==> config.mk <==
export PLATFORM = sky130hd
export DESIGN_NAME = serial_add_sub
export DESIGN_NICKNAME = d
export VERILOG_FILES = /design/src/rtl/serial_add_sub.sv
export SDC_FILE = /design/constraint.sdc
export NUM_CORES = 1
export LEC_CHECK = 0
export CORE_MARGIN = 1.5
export CORE_UTILIZATION = 48
export CTS_CLUSTER_DIAMETER = 40
export DETAILED_ROUTE_END_ITERATION = 7
export HOLD_SLACK_MARGIN = 0.15
export PLACE_DENSITY = 0.82
export SYNTH_ARGS = -nofsm -noshare
export SYNTH_HDL_FRONTEND = slang
export SYNTH_SLANG_ARGS = --single-unit
==> constraint.sdc <==
create_clock -name clk -period 4 [get_ports clk]
set_clock_uncertainty 0.1 [all_clocks]
set_input_delay 0.8 -clock clk [delete_from_list [all_inputs] [get_ports clk]]
set_output_delay 0.8 -clock clk [all_outputs]
set_load 0.02 [all_outputs]
==> src/rtl/serial_add_sub.sv <==
// -----------------------------------------------------------------------------
// serial_add_sub
//   Bit-serial adder/subtractor. Two WIDTH-bit operands are fed LSB-first
//   through one full-adder cell with a registered carry, one bit per clock.
//   Subtraction is a + ~b + 1: the B operand is inverted on load and the
//   carry is preset to 1.
//
// Ports
//   clk       rising-edge clock
//   rst_n     asynchronous active-low reset
//   start_i   request, sampled only in IDLE
//   sub_i     0 = a + b, 1 = a - b (sampled with start_i)
//   a_i, b_i  operands (sampled with start_i)
//   busy_o    high while bits are being processed (state RUN)
//   done_o    one-cycle pulse when s_o/co_o/ovf_o carry a fresh result
//   s_o       sum / difference, modulo 2^WIDTH
//   co_o      carry out; in subtract mode 1 = no borrow (a >= b unsigned)
//   ovf_o     two's-complement signed overflow
// -----------------------------------------------------------------------------
module serial_add_sub #(
  parameter int WIDTH = 8
) (
  input  logic             clk,
  input  logic             rst_n,
  input  logic             start_i,
  input  logic             sub_i,
  input  logic [WIDTH-1:0] a_i,
  input  logic [WIDTH-1:0] b_i,
  output logic             busy_o,
  output logic             done_o,
  output logic [WIDTH-1:0] s_o,
  output logic             co_o,
  output logic             ovf_o
);

  localparam int CNT_W = $clog2(WIDTH);
  localparam logic [CNT_W-1:0] LAST_BIT = CNT_W'(WIDTH - 1);
  localparam logic [CNT_W-1:0] MSB_M1   = CNT_W'(WIDTH - 2);

  typedef enum logic [1:0] {
    IDLE = 2'd0,
    RUN  = 2'd1,
    DONE = 2'd2
  } state_t;

  state_t             state_q, state_d;
  logic [WIDTH-1:0]   a_sr_q, a_sr_d;
  logic [WIDTH-1:0]   b_sr_q, b_sr_d;
  logic [WIDTH-1:0]   r_sr_q, r_sr_d;
  logic [CNT_W-1:0]   cnt_q, cnt_d;
  logic               carry_q, carry_d;
  logic               c_msb_q, c_msb_d;
  logic [WIDTH-1:0]   s_q, s_d;
  logic               co_q, co_d;
  logic               ovf_q, ovf_d;

  logic fa_s, fa_c;

  // The single full-adder cell.
  assign fa_s = a_sr_q[0] ^ b_sr_q[0] ^ carry_q;
  assign fa_c = (a_sr_q[0] & b_sr_q[0]) | (a_sr_q[0] & carry_q) | (b_sr_q[0] & carry_q);

  always_comb begin
    // NOTE: every signal gets its hold value first so no path through the
    // case leaves it unassigned; otherwise synthesis infers a latch.
    state_d = state_q;
    a_sr_d  = a_sr_q;
    b_sr_d  = b_sr_q;
    r_sr_d  = r_sr_q;
    cnt_d   = cnt_q;
    carry_d = carry_q;
    c_msb_d = c_msb_q;
    s_d     = s_q;
    co_d    = co_q;
    ovf_d   = ovf_q;

    unique case (state_q)
      IDLE: begin
        if (start_i) begin
          a_sr_d  = a_i;
          b_sr_d  = sub_i ? ~b_i : b_i;
          carry_d = sub_i;            // the +1 of two's-complement negation
          cnt_d   = '0;
          state_d = RUN;
        end
      end

      RUN: begin
        r_sr_d  = {fa_s, r_sr_q[WIDTH-1:1]};
        a_sr_d  = a_sr_q >> 1;
        b_sr_d  = b_sr_q >> 1;
        carry_d = fa_c;
        cnt_d   = cnt_q + CNT_W'(1);

        // Carry into the sign bit; XOR with carry out of it gives overflow.
        if (cnt_q == MSB_M1) begin
          c_msb_d = fa_c;
        end

        if (cnt_q == LAST_BIT) begin
          cnt_d   = cnt_q;            // stop at terminal count, no wrap
          s_d     = {fa_s, r_sr_q[WIDTH-1:1]};
          co_d    = fa_c;
          ovf_d   = c_msb_q ^ fa_c;
          state_d = DONE;
        end
      end

      DONE: state_d = IDLE;

      default: state_d = IDLE;
    endcase
  end

  // NOTE: the datapath registers are reset along with the FSM so that an
  // aborted operation leaves clean zeros on every output, not stale bits.
  always_ff @(posedge clk or negedge rst_n) begin
    if (!rst_n) begin
      state_q <= IDLE;
      a_sr_q  <= '0;
      b_sr_q  <= '0;
      r_sr_q  <= '0;
      cnt_q   <= '0;
      carry_q <= 1'b0;
      c_msb_q <= 1'b0;
      s_q     <= '0;
      co_q    <= 1'b0;
      ovf_q   <= 1'b0;
    end else begin
      // NOTE: non-blocking assignments so every register samples the
      // pre-edge values regardless of statement order.
      state_q <= state_d;
      a_sr_q  <= a_sr_d;
      b_sr_q  <= b_sr_d;
      r_sr_q  <= r_sr_d;
      cnt_q   <= cnt_d;
      carry_q <= carry_d;
      c_msb_q <= c_msb_d;
      s_q     <= s_d;
      co_q    <= co_d;
      ovf_q   <= ovf_d;
    end
  end

  assign busy_o = (state_q == RUN);
  assign done_o = (state_q == DONE);
  assign s_o    = s_q;
  assign co_o   = co_q;
  assign ovf_o  = ovf_q;

endmodule

== Word-level counts from Yosys, hierarchy flattened ==
Cells that the tools add are included.
Storage, ports and cells
  bits in registers: 41
  input port bits: 20
  output and inout bits: 12
  word-level logic and storage cells: 47
Cells by class
  $add $sub $neg: 1
  equality and inequality tests: 7
  muxes and demuxes: 13
  bitwise logic cells: 9
  reduce and logical (&&, ||, !) cells: 7
Operators by type and width (number)
  case mux 8 bit (2 select lines): 2
  2-to-1 mux 8 bit: 3
  NOT 8 bit: 1
  AND reduction 2 bit: 4
  == test 3 bit, second input constant: 2
  2-to-1 mux 3 bit: 2
  case mux 3 bit (2 select lines): 1
  2-to-1 mux 2 bit: 2
  inequality test 2 bit, second input constant: 2
  case mux 2 bit (2 select lines): 1
  adder 3 x 1 -> 3 bit, second input constant: 1
  AND 1 bit: 3
  AND reduction 3 bit: 1
  bitwise XOR 1 bit: 3
  == test 2 x 1 -> 1 bit, second input constant: 1
  == test 2 bit, second input constant: 1
  logical NOT 2 bit: 1
  inequality test 2 x 1 -> 1 bit, second input constant: 1
  OR 1 bit: 2
  case mux 1 bit (2 select lines): 1
  nonzero test 2 bit: 1
  2-to-1 mux 1 bit: 1

== Depth between registers and ports, before layout ==
Gate-level depths: netlist of run 1.
  word-level depth: 4
  mapped depth: 6
  mapped depth without buffers: 5

== Least setup slack after synthesis of run 1 ==
No wires, ideal clock.
  path type: register to output
  start point: reg state_q[0]
  end point: out done_o
  arrival time: 0.918 ns
  required time: 3.100 ns
  path slack: 2.182 ns
  cell stages (with the launch flop): 3
  buffers on the path: 1
  path through: dfrtp_1 clkbuf_1 nor2_1
On the way
  longest elaborated chain between the ends: 1
Ends and longest elaborated chain
  start: declaration: line 46  | state_t state_q, state_d;
  start signal: assignment: line 132  | state_q <= state_d;
  == test 2 bit: line 146  | assign done_o = (state_q == DONE);
  end: declaration: line 30  | output logic done_o,
No other way between the ends.

== Final worst setup path of run 1 ==
  start point: reg state_q[0]
  end point: out busy_o
On the way
  longest elaborated chain between the ends: 1
Ends and longest elaborated chain
  == test 2 x 1 -> 1 bit: line 145  | assign busy_o = (state_q == RUN);
  end: declaration: line 29  | output logic busy_o,
No other way between the ends.

==> metrics.md, run 1 <==
| Metric | Value |
|---|---|
| Status | `finished, final reports clean` |
| Synth-to-Final Area Change | `22.8%` |
| Fin nets | `206` |
| Worst Hold Class | `reg2reg` |
| Synthesized Nets | `176` |
| Worst setup path class | `reg2out` |
| Max cap viols | `0` |
| Detailed Route Iter0 Violations | `49` |
| Clk slew on worst S/H paths | `0.07 ns` |
| PortBufs | `31` |
| Area leader, netlist | `dfrtp_1` |
| CTS hold repair buffers | `0` |
| Cell Count, Final, Fillers Out | `231` |
| CTS tree | `yes` |
| Critical Path AT | `2.13 ns` |
| FF+latch count, synth | `40` |
| Highest Clock Rate | `330 MHz` |
| Drt via density | `5.28` |
| Share of cells above drive strength 1 | `16.4%` |
| Core Area | `3690 µm²` |
| Min cycle time layout | `3.03 ns` |
| Fin crit share | `75.7%` |
| Dpl hpwl | `2240 µm` |
| Ports | `32` |
| CP max FO | `21` |
| RSZ-0062 raised after global routing | `no` |
| # diodes | `0` |
| GRT Overall Usage | `17.1%` |
| Lkg Pwr | `1.06 nW` |
| CTS buffer count | `5` |
| Chip Height | `65.1 µm` |
| Synthesized netlist cell count | `152` |
| Ys flop type | `dfrtp_1` |
| Initial antenna violation count | `0` |
| Die ar. | `4240 µm²` |
| Yosys warns | `0` |
| Final hold violations | `0` |
| Synth cell types | `26` |
| Via count | `1,219` |
| Post-CTS resize count | `0` |
| CTS Sinks | `40` |
| Global placement routability congestion | `0.757` |
| Pwr/cell area | `758 nW/µm²` |
| Worst-skew pair later-pin latency | `0.29 ns` |
| Util after Layout | `61.6%` |
| Top cells by area, synth | `dfrtp_1, mux2_2, mux2i_1` |
| Final setup vio count | `0` |
| Sum Neg Setup Slack | `0 ns` |
| Drt first pass iters | `4` |
| Initial core utilization | `50.2%` |
| Critical Path RT | `3.10 ns` |
| DRC viols | `0` |
| Synthesized cell area | `1850 µm²` |
| First-pass GRT wire length | `5550 µm` |
| Setup bufs post-CTS | `0` |
| Worst setup SP type | `flip-flop` |
| Pre-CTS WS | `1.30 ns` |
| Rel. slew slack | `26.0%` |
| Peak supply drop | `0.350 mV` |
| Htree depth | `2` |
| Post-synth EDFFs | `0` |
| CP Capture Type | `output pin` |
| Wire length per cell | `13.5 µm` |
| Inst Count DP | `223` |
| Register area share after synthesis | `54.1%` |
| Fin. max-slew vios | `0` |
| Width of the die | `65.1 µm` |
| Synth async-reset ratio | `100%` |
| GR Overflow Total | `0` |
| # rows | `22` |
| Number of global-route vias before repair | `1,250` |
| Clk buf depth | `2` |
| Area share of the largest cell type after synthesis | `54.1%` |
| Mean Syn Cell Area | `12.2 µm²` |
| DRT antenna net count | `0` |
| Root buffer cell | `clkbuf_8` |
| Largest net degree at the start of global routing | `41` |
| Total routed wirelength | `3110 µm` |
| Worst-Margin Slew | `1.11 ns` |
| Fin worst setup slack | `0.970 ns` |
[state kept, by name, indices dropped and copies added, names as in the netlist]
signal / cells
co_o: 1
cnt_q: 3
c_msb_q: 1
s_o: 8
carry_q: 1
a_sr_q: 8
r_sr_q: 7
b_sr_q: 8
ovf_o: 1
state_q: 2
[worst max-delay path: stages, from the launching register on]
cell,delay (ns)
dfrtp_1,0.64
nor2b_4,0.22
buf_4,0.31
clkdlybuf4s50_1,0.67
[routing by layer]
layer	GRT usage, %	up-vias	share of wire [%]
met1	20.5	597	44
met2	30.4	33	51
met5	0	-	0
met4	4.69	0	1.2
met3	4.62	6	4.5
li1	-	583	-
[through the flow]
| step | total power [mW] | cell area (µm²) | hold slack (ns) |
|---|---|---|---|
| floorplan | 1.21 | 1850 | 0.346 |
| global placement | 1.38 | 2170 | 0.362 |
| detailed placement | 1.42 | 2170 | 0.375 |
| CTS | 1.74 | 2270 | 0.392 |
| global route | 1.85 | 2270 | 0.422 |
| finish | 1.72 | 2270 | 0.389 |
[power breakdown]
group	switching, mW	leakage (nW)	total (mW)	internal, mW
sequential	0.125	0.499	0.711	0.586
clock	0.132	0.0552	0.317	0.185
combinational	0.318	0.506	0.695	0.377
total	0.576	1.06	1.72	1.15
[layout by cell type, fill, tap and decap left out, drive strengths merged]
master / n
clkbuf: 6
nand3b: 1
nor2: 2
o21bai: 1
fa: 1
nand2: 22
a31oi: 2
mux2: 18
nor3b: 1
a21oi: 1
nor2b: 3
ha: 3
xnor2: 1
a22o: 4
xor2: 8
o21ai: 15
o31ai: 1
clkdlybuf4s50: 30
dfrtp: 40
mux2i: 12
buf: 2
a32oi: 3
bufinv: 1
clkinv: 1
nand3: 1
inv: 3
[final cells by class]
class	instances	area, µm²
tap	48	60.1
timing repair buffer	32	313
inverter	3	11.3
sequential	40	1000
fill	312	1420
clock inverter	2	35.0
multi-input combinational	100	781
clock buffer	6	72.6
[synth_stat cells, types with 2 or more instances]
| library cell | instances |
|---|---|
| a22o_1 | 4 |
| a31oi_1 | 2 |
| a32oi_1 | 3 |
| buf_2 | 5 |
| buf_6 | 3 |
| dfrtp_1 | 40 |
| ha_1 | 3 |
| inv_1 | 3 |
| mux2_2 | 18 |
| mux2i_1 | 12 |
| nand2_1 | 22 |
| nor2_1 | 2 |
| nor2b_1 | 2 |
| o21ai_0 | 3 |
| o21ai_1 | 12 |
| xor2_1 | 8 |
[cell families after synthesis]
kind of cell,count (synthesis),share of synthesized area [%]
AOI/OAI and AO/OA,27,9.12
xor gates and xnor gates,9,4.26
DFF,40,54.1
buffers and inverters,12,3.99
muxes,30,17.4
and+or+nand+nor,30,8.04
adders and majority gates,4,3.11
[final timing paths]
kind / slack [ns] / startpoint / to / depth (start not counted)
setup / recovery: 0.97 / state_q[0] / busy_o / 3
hold / removal: 0.39 / b_sr_q[2] / b_sr_q[2] / 2
setup reg to reg: 2.05 / state_q[0] / b_sr_q[5] / 2
hold reg to reg: 0.39 / b_sr_q[2] / b_sr_q[2] / 2
max in group asynchronous: 2.75 / rst_n / a_sr_q[2] / 1
min in group asynchronous: 0.52 / rst_n / s_o[4] / 1
Note: power is estimated with default switching activity, not from simulation.
==> inputs of run 2 (changes only) <==
--- a/config.mk
+++ b/config.mk
@@ -6,11 +6,11 @@
 export NUM_CORES = 1
 export LEC_CHECK = 0
 export CORE_MARGIN = 1.5
-export CORE_UTILIZATION = 48
+export CORE_UTILIZATION = 47
 export CTS_CLUSTER_DIAMETER = 40
 export DETAILED_ROUTE_END_ITERATION = 7
 export HOLD_SLACK_MARGIN = 0.15
-export PLACE_DENSITY = 0.82
+export PLACE_DENSITY = 0.83
 export SYNTH_ARGS = -nofsm -noshare
 export SYNTH_HDL_FRONTEND = slang
 export SYNTH_SLANG_ARGS = --single-unit
==> constraint.sdc (replaced) <==
create_clock -name clk -period 2.77 [get_ports clk]
set_clock_uncertainty 0.1 [all_clocks]
set_input_delay 0.554 -clock clk [delete_from_list [all_inputs] [get_ports clk]]
set_output_delay 0.554 -clock clk [all_outputs]
set_load 0.02 [all_outputs]
==> run 2 against run 1 <==
  * Sequential cell count unchanged
  * Sequential power increased by 45%
  * Utilization decreased by 0.052 points
  * Design area increased by 0.66%
  * First-iteration DRC count decreased by 39%
  * Total power increased by 46%
  * Global-route usage increased by 0.68 points
  * Via count increased by 0.16%
  * Combinational power increased by 47%
==> metrics.md, run 2 (same netlist as run 1, synthesis figures left out) <==
| Metric | Value |
|---|---|
| Highest Clock Rate | `409 MHz` |
| Peak supply drop | `0.420 mV (+20%)` |
| Met1 global-route usage | `18.9% (-1.6 points)` |
| Most Crowded Layer GR | `met2` |
| Worst-Margin Slew | `0.854 ns (-0.255 ns)` |
| Chip Height | `65.8 µm (+1.0%)` |
| Most common cell after layout, fill and taps aside | `dfrtp_1` |
| Core Area | `3720 µm² (+0.75%)` |
| Hold slack final | `0.271 ns (-0.119 ns)` |
| Root buffer cell | `clkbuf_8` |
| CTS hold repair buffers | `0 (unchanged)` |
| Cell Count, Final, Fillers Out | `233 (+0.87%)` |
| Inst Count DP | `225 (+0.90%)` |
| # diodes | `0 (unchanged)` |
| Total routed wirelength | `3180 µm (+2.3%)` |
| Via count | `1,221 (+0.16%)` |
| Lkg Pwr | `1.07 nW (+1.0%)` |
| Width of the die | `65.8 µm (+1.0%)` |
| Fin. max-slew vios | `0 (unchanged)` |
| Wire length per cell | `13.6 µm (+1.4%)` |
| Drt via density | `5.24 (-0.70%)` |
| Ports | `32 (unchanged)` |
| Die ar. | `4330 µm² (+2.0%)` |
| Share of cells above drive strength 1 | `17.3% (+0.90 points)` |
| PortBufs | `31 (unchanged)` |
| Rel. slew slack | `43.0% (+17 points)` |
| Most frequent cells in the layout | `dfrtp_1, clkdlybuf4s50_1, nand2_1, mux2_2` |
| CP max FO | `14 (-33%)` |
| DRT antenna net count | `0 (unchanged)` |
| Total power | `2.51 mW (+46%)` |
| Status | `finished, final reports clean` |
| Htree depth | `2 (unchanged)` |
| Setup bufs post-CTS | `0 (unchanged)` |
| DRC viols | `0 (unchanged)` |
| Pwr/cell area | `1100 nW/µm² (+45%)` |
| Detailed Route Iter0 Violations | `30 (-39%)` |
| Worst Reg-to-Reg Cells | `4 (+2)` |
| Worst setup SP type | `flip-flop` |
| CP Capture Type | `output pin` |
| Worst Hold Class | `in2async` |
| Final setup vio count | `0 (unchanged)` |
| # fillers | `316 (+1.3%)` |
| Largest net degree at the start of global routing | `41 (unchanged)` |
| Min cycle time layout | `2.45 ns` |
| Worst setup path class | `reg2out` |
| CTS buffer count | `5 (unchanged)` |
| Drt first pass iters | `4 (unchanged)` |
| Reg2Reg Setup Slack | `0.94 ns (-1.11 ns)` |
| Fin crit share | `88.4%` |
| Synth-to-Final Area Change | `23.6%` |
| First-pass GRT wire length | `5690 µm (+2.6%)` |
| FF-to-FF Start | `state_q[0]` |
| RSZ-0062 raised after global routing | `no` |
| Util after Layout | `61.6% (about the same)` |
| Critical Path RT | `2.12 ns (-0.98 ns)` |
| Grt met3 use | `5.28% (+0.66 points)` |
| Clk buf depth | `2 (unchanged)` |
| CTS tree | `yes` |
| # rows | `22 (unchanged)` |
| Clk slew on worst S/H paths | `0.07 ns (about the same)` |
| R2R Path End | `c_msb_q` |
| Worst-skew pair later-pin latency | `0.29 ns (about the same)` |
| Max cap viols | `0 (unchanged)` |
| CTS Sinks | `40 (unchanged)` |
| Final hold violations | `0 (unchanged)` |
| Sum Neg Setup Slack | `0 ns (unchanged)` |
| M2 GR Usage | `32.3% (+1.9 points)` |
| Initial core utilization | `49.8% (-0.37 points)` |
| GR Overflow Total | `0 (unchanged)` |
| Global placement routability congestion | `0.813 (+7.4%)` |
| Initial antenna violation count | `0 (unchanged)` |
| Number of global-route vias before repair | `1,295 (+3.6%)` |
| Fin nets | `208 (+0.97%)` |
| Post-CTS resize count | `0 (unchanged)` |
| GRT Overall Usage | `17.8% (+0.68 points)` |
| Critical Path AT | `1.79 ns (-0.34 ns)` |
| Dpl hpwl | `2360 µm (+5.0%)` |
-- run 2: cell count changes in the layout (fill, tap and decap cells not counted), sizes merged --
cell / previous run / this run
buf: 2 / 4
-- run 2: worst max path at each step --
| stage | from | endpoint | slack, ns | cells after the start |
|---|---|---|---|---|
| floorplan | cnt_q[1] | co_o | 1.15 | 5 |
| global placement | state_q[0] | busy_o | 0.70 | 2 |
| detailed placement | state_q[0] | busy_o | 0.64 | 2 |
| CTS | state_q[0] | busy_o | 0.32 | 2 |
| global route | state_q[1] | done_o | 0.24 | 3 |
| finish | state_q[0] | busy_o | 0.32 | 2 |
-- run 2: critical path, stage by stage, from the launching register on --
cell,delay [ns]
dfrtp_1,0.65
nor2b_4,0.25
clkdlybuf4s50_1,0.61
-- run 2: metrics by stage --
step | worst slack, ns | area [µm²]
after floorplan | 1.15 | 1850
final | 0.322 | 2290
after CTS | 0.316 | 2290
after global placement | 0.701 | 2180
after global routing | 0.243 | 2290
after detailed placement | 0.644 | 2180
-- run 2: metal layers --
metal / vias up / share of wire [%]
li1: 591 / -
met1: 581 / 41
met2: 41 / 51
met3: 8 / 5.9
met4: 0 / 2.2
met5: - / 0
-- run 2: cell type report --
class / count / area, µm² / area share [%]
clock inverter: 2 / 35.0 / 1.53
multi-input combinational: 100 / 781 / 34.1
clock buffer: 6 / 72.6 / 3.17
inverter: 3 / 11.3 / 0.492
tap: 48 / 60.1 / 2.62
timing repair buffer: 34 / 328 / 14.3
sequential: 40 / 1000 / 43.7
-- run 2: report_power, final --
part / internal (mW) / switching [mW] / total [mW]
Clock: 0.267 / 0.191 / 0.458
Sequential: 0.846 / 0.180 / 1.03
Combinational: 0.558 / 0.467 / 1.02
==> inputs of run 3 (changes only) <==
--- a/config.mk
+++ b/config.mk
@@ -6,11 +6,11 @@
 export NUM_CORES = 1
 export LEC_CHECK = 0
 export CORE_MARGIN = 1.5
-export CORE_UTILIZATION = 47
+export CORE_UTILIZATION = 48
 export CTS_CLUSTER_DIAMETER = 40
 export DETAILED_ROUTE_END_ITERATION = 7
 export HOLD_SLACK_MARGIN = 0.15
-export PLACE_DENSITY = 0.83
+export PLACE_DENSITY = 0.82
 export SYNTH_ARGS = -nofsm -noshare
 export SYNTH_HDL_FRONTEND = slang
 export SYNTH_SLANG_ARGS = --single-unit
==> constraint.sdc (replaced) <==
create_clock -name clk -period 2.8 [get_ports clk]
set_clock_uncertainty 0.1 [all_clocks]
set_input_delay 0.56 -clock clk [delete_from_list [all_inputs] [get_ports clk]]
set_output_delay 0.56 -clock clk [all_outputs]
set_load 0.02 [all_outputs]
==> run 3 against run 2 <==
  * Cell count decreased by 0.86%
  * Count of clock-buffer cells in the layout increased by 1
  * Design area decreased by 0.82%
  * Sequential cell count unchanged
  * Sequential share of layout area increased by 0.36 points
  * Combinational power about the same
  * Setup slack improved by 0.027 ns
  * Critical endpoint unchanged
  * Largest power group unchanged
==> metrics.md, run 3 (same netlist as run 1, synthesis figures left out) <==
| Metric | Value |
|---|---|
| Reg2Reg Setup Slack | `0.95 ns (about the same)` |
| Worst setup SP type | `flip-flop` |
| # diodes | `0 (unchanged)` |
| Most common cell after layout, fill and taps aside | `dfrtp_1` |
| Number of global-route vias before repair | `1,168 (-9.8%)` |
| Worst Hold Class | `in2async` |
| Wire length per cell | `13.1 µm (-3.9%)` |
| GR Overflow Total | `0 (unchanged)` |
| DRC viols | `0 (unchanged)` |
| Max cap viols | `0 (unchanged)` |
| Min cycle time layout | `2.45 ns` |
| Sequential cell area | `1000 µm² (unchanged)` |
| Total power | `2.40 mW (-4.1%)` |
| Width of the die | `65.1 µm (-1.0%)` |
| R2R Path End | `c_msb_q` |
| CTS buffer count | `5 (unchanged)` |
| Switch Pwr | `0.805 mW (-3.9%)` |
| Peak supply drop | `0.506 mV (+20%)` |
| CP max stage delay | `0.65 ns (about the same)` |
| Gate power share | `41.4% (+0.5 points)` |
| CTS tree | `yes` |
| CP max stage cell | `dfrtp_1` |
| Reg power frac | `42.0% (+1.1 points)` |
| Sw Ratio | `33.5% (+0.088 points)` |
| Detailed Route Iter0 Violations | `35 (+17%)` |
| Via count | `1,200 (-1.7%)` |
| # rows | `22 (unchanged)` |
| Buf/Inv on CP | `1 (unchanged)` |
| Clk buf depth | `2 (unchanged)` |
| Cell-internal power | `1.60 mW (-4.3%)` |
| Largest net degree at the start of global routing | `41 (unchanged)` |
| Root buffer cell | `clkbuf_8` |
| Fin crit share | `87.5%` |
| Critical Path AT | `1.79 ns (about the same)` |
| FF-to-FF Start | `state_q[0]` |
| Clock power share | `16.6% (-1.7 points)` |
| Setup bufs post-CTS | `0 (unchanged)` |
| Max Used Layer | `met4` |
| Drt first pass iters | `4 (unchanged)` |
| Stages on the worst setup path | `2 (unchanged)` |
| CTS Sinks | `40 (unchanged)` |
| PortBufs | `31 (unchanged)` |
| M1 wire length | `1310 µm (+0.38%)` |
| Final hold violations | `0 (unchanged)` |
| CP Capture Type | `output pin` |
| Worst setup path class | `reg2out` |
| Most frequent cells in the layout | `dfrtp_1, clkdlybuf4s50_1, nand2_1, mux2_2` |
| Drt via density | `5.19 (-0.87%)` |
| Final setup vio count | `0 (unchanged)` |
| Clk slew on worst S/H paths | `0.07 ns (about the same)` |
| Fin nets | `207 (-0.48%)` |
| Met2 routed WL | `1510 µm (-6.3%)` |
| Worst Reg-to-Reg Cells | `4 (unchanged)` |
| Fin worst setup slack | `0.349 ns (+0.0273 ns)` |
| Global placement routability congestion | `0.817 (+0.60%)` |
| Top delay family on crit path | `flip-flops` |
| RSZ-0062 raised after global routing | `no` |
| Setup crit start | `state_q[0]` |
| Met3 WL | `169 µm (-11%)` |
| Pre-CTS WS | `0.667 ns (+0.0228 ns)` |
| Critical Path RT | `2.14 ns (+0.02 ns)` |
| Fin. max-slew vios | `0 (unchanged)` |
| Die ar. | `4240 µm² (-2.0%)` |
| Core Area | `3690 µm² (-0.74%)` |
| Initial core utilization | `50.2% (+0.37 points)` |
| Highest Clock Rate | `408 MHz` |
| CTS hold repair buffers | `0 (unchanged)` |
| DRT antenna net count | `0 (unchanged)` |
| Chip Height | `65.1 µm (-1.0%)` |
| GRT Overall Usage | `16.5% (-1.3 points)` |
| Synth-to-Final Area Change | `22.6%` |
| Worst-skew pair later-pin latency | `0.29 ns (about the same)` |
| Worst-Margin Slew | `0.865 ns (+0.0106 ns)` |
| Hold slack final | `0.286 ns (+0.0148 ns)` |
| Dpl hpwl | `2170 µm (-8.0%)` |
| Sum Neg Setup Slack | `0 ns (unchanged)` |
| Initial antenna violation count | `0 (unchanged)` |
| Pwr/cell area | `1060 nW/µm² (-3.4%)` |
| Status | `finished, final reports clean` |
| Lkg Pwr | `1.06 nW (-0.95%)` |
| Share of cells above drive strength 1 | `16.9% (-0.36 points)` |
| CP max FO | `14 (unchanged)` |
| Htree depth | `2 (unchanged)` |
| Rel. slew slack | `42.3% (-0.70 points)` |
| Ports | `32 (unchanged)` |
| Multi-input gate area | `781 µm² (unchanged)` |
| Post-CTS resize count | `0 (unchanged)` |
| First-pass GRT wire length | `5240 µm (-7.9%)` |
| # fillers | `304 (-3.8%)` |
| CP Cell Sequence | `nor2b_4 -> clkdlybuf4s50_1` |
| CP endpoint | `busy_o` |
| Total routed wirelength | `3030 µm (-4.8%)` |
## run 3: changes by cell type in the layout (fill, tap and decap cells not counted)
cell / change
clkbuf_1: -1
clkinv_2: -1
bufinv_16: -1
buf_4: -1
clkbuf_8: +2
## run 3: per-layer routing
| metal | up-vias | global-route usage [%] |
|---|---|---|
| met4 | 0 | 5.99 |
| met1 | 572 | 20.7 |
| met5 | - | 0 |
| met3 | 3 | 4.97 |
| met2 | 38 | 27.1 |
| li1 | 587 | - |
## run 3: worst min path at each step
| stage | start | end | slack, ns | depth (start not counted) |
|---|---|---|---|---|
| after floorplan | rst_n | a_sr_q[0] | 0.16 | 0 |
| after global placement | ovf_o | ovf_o | 0.37 | 2 |
| after detailed placement | b_sr_q[2] | b_sr_q[2] | 0.37 | 2 |
| after CTS | rst_n | c_msb_q | 0.31 | 1 |
| after global routing | rst_n | r_sr_q[5] | 0.35 | 1 |
| final | rst_n | s_o[5] | 0.29 | 1 |
## run 3: area by class of cell
cell class / instances / area share, %
well taps: 48 / 2.65
repair buffers: 33 / 14.1
flip-flops and latches: 40 / 44.1
multi-input cells: 100 / 34.4
inverters: 3 / 0.496
clock buffers: 7 / 4.24
## run 3: power groups by stage
stage                     sequential (mW)  clock, mW  combinational [mW]
after floorplan                      1.05          0               0.672
after global placement               1.00          0               0.970
after detailed placement             1.02          0                1.01
after CTS                            1.01      0.415                1.01
after global routing                 1.05      0.440                1.10
final                                1.01      0.400               0.995
## run 3: per-stage QoR
stage | utilization, % | std cells | instance area (µm²)
detailed placement | 58.9 | 224 | 2170
global route | 61.5 | 231 | 2270
finish | 61.5 | 231 | 2270
floorplan | - | 152 | 1850
CTS | 61.5 | 231 | 2270
global placement | 58.9 | 224 | 2170
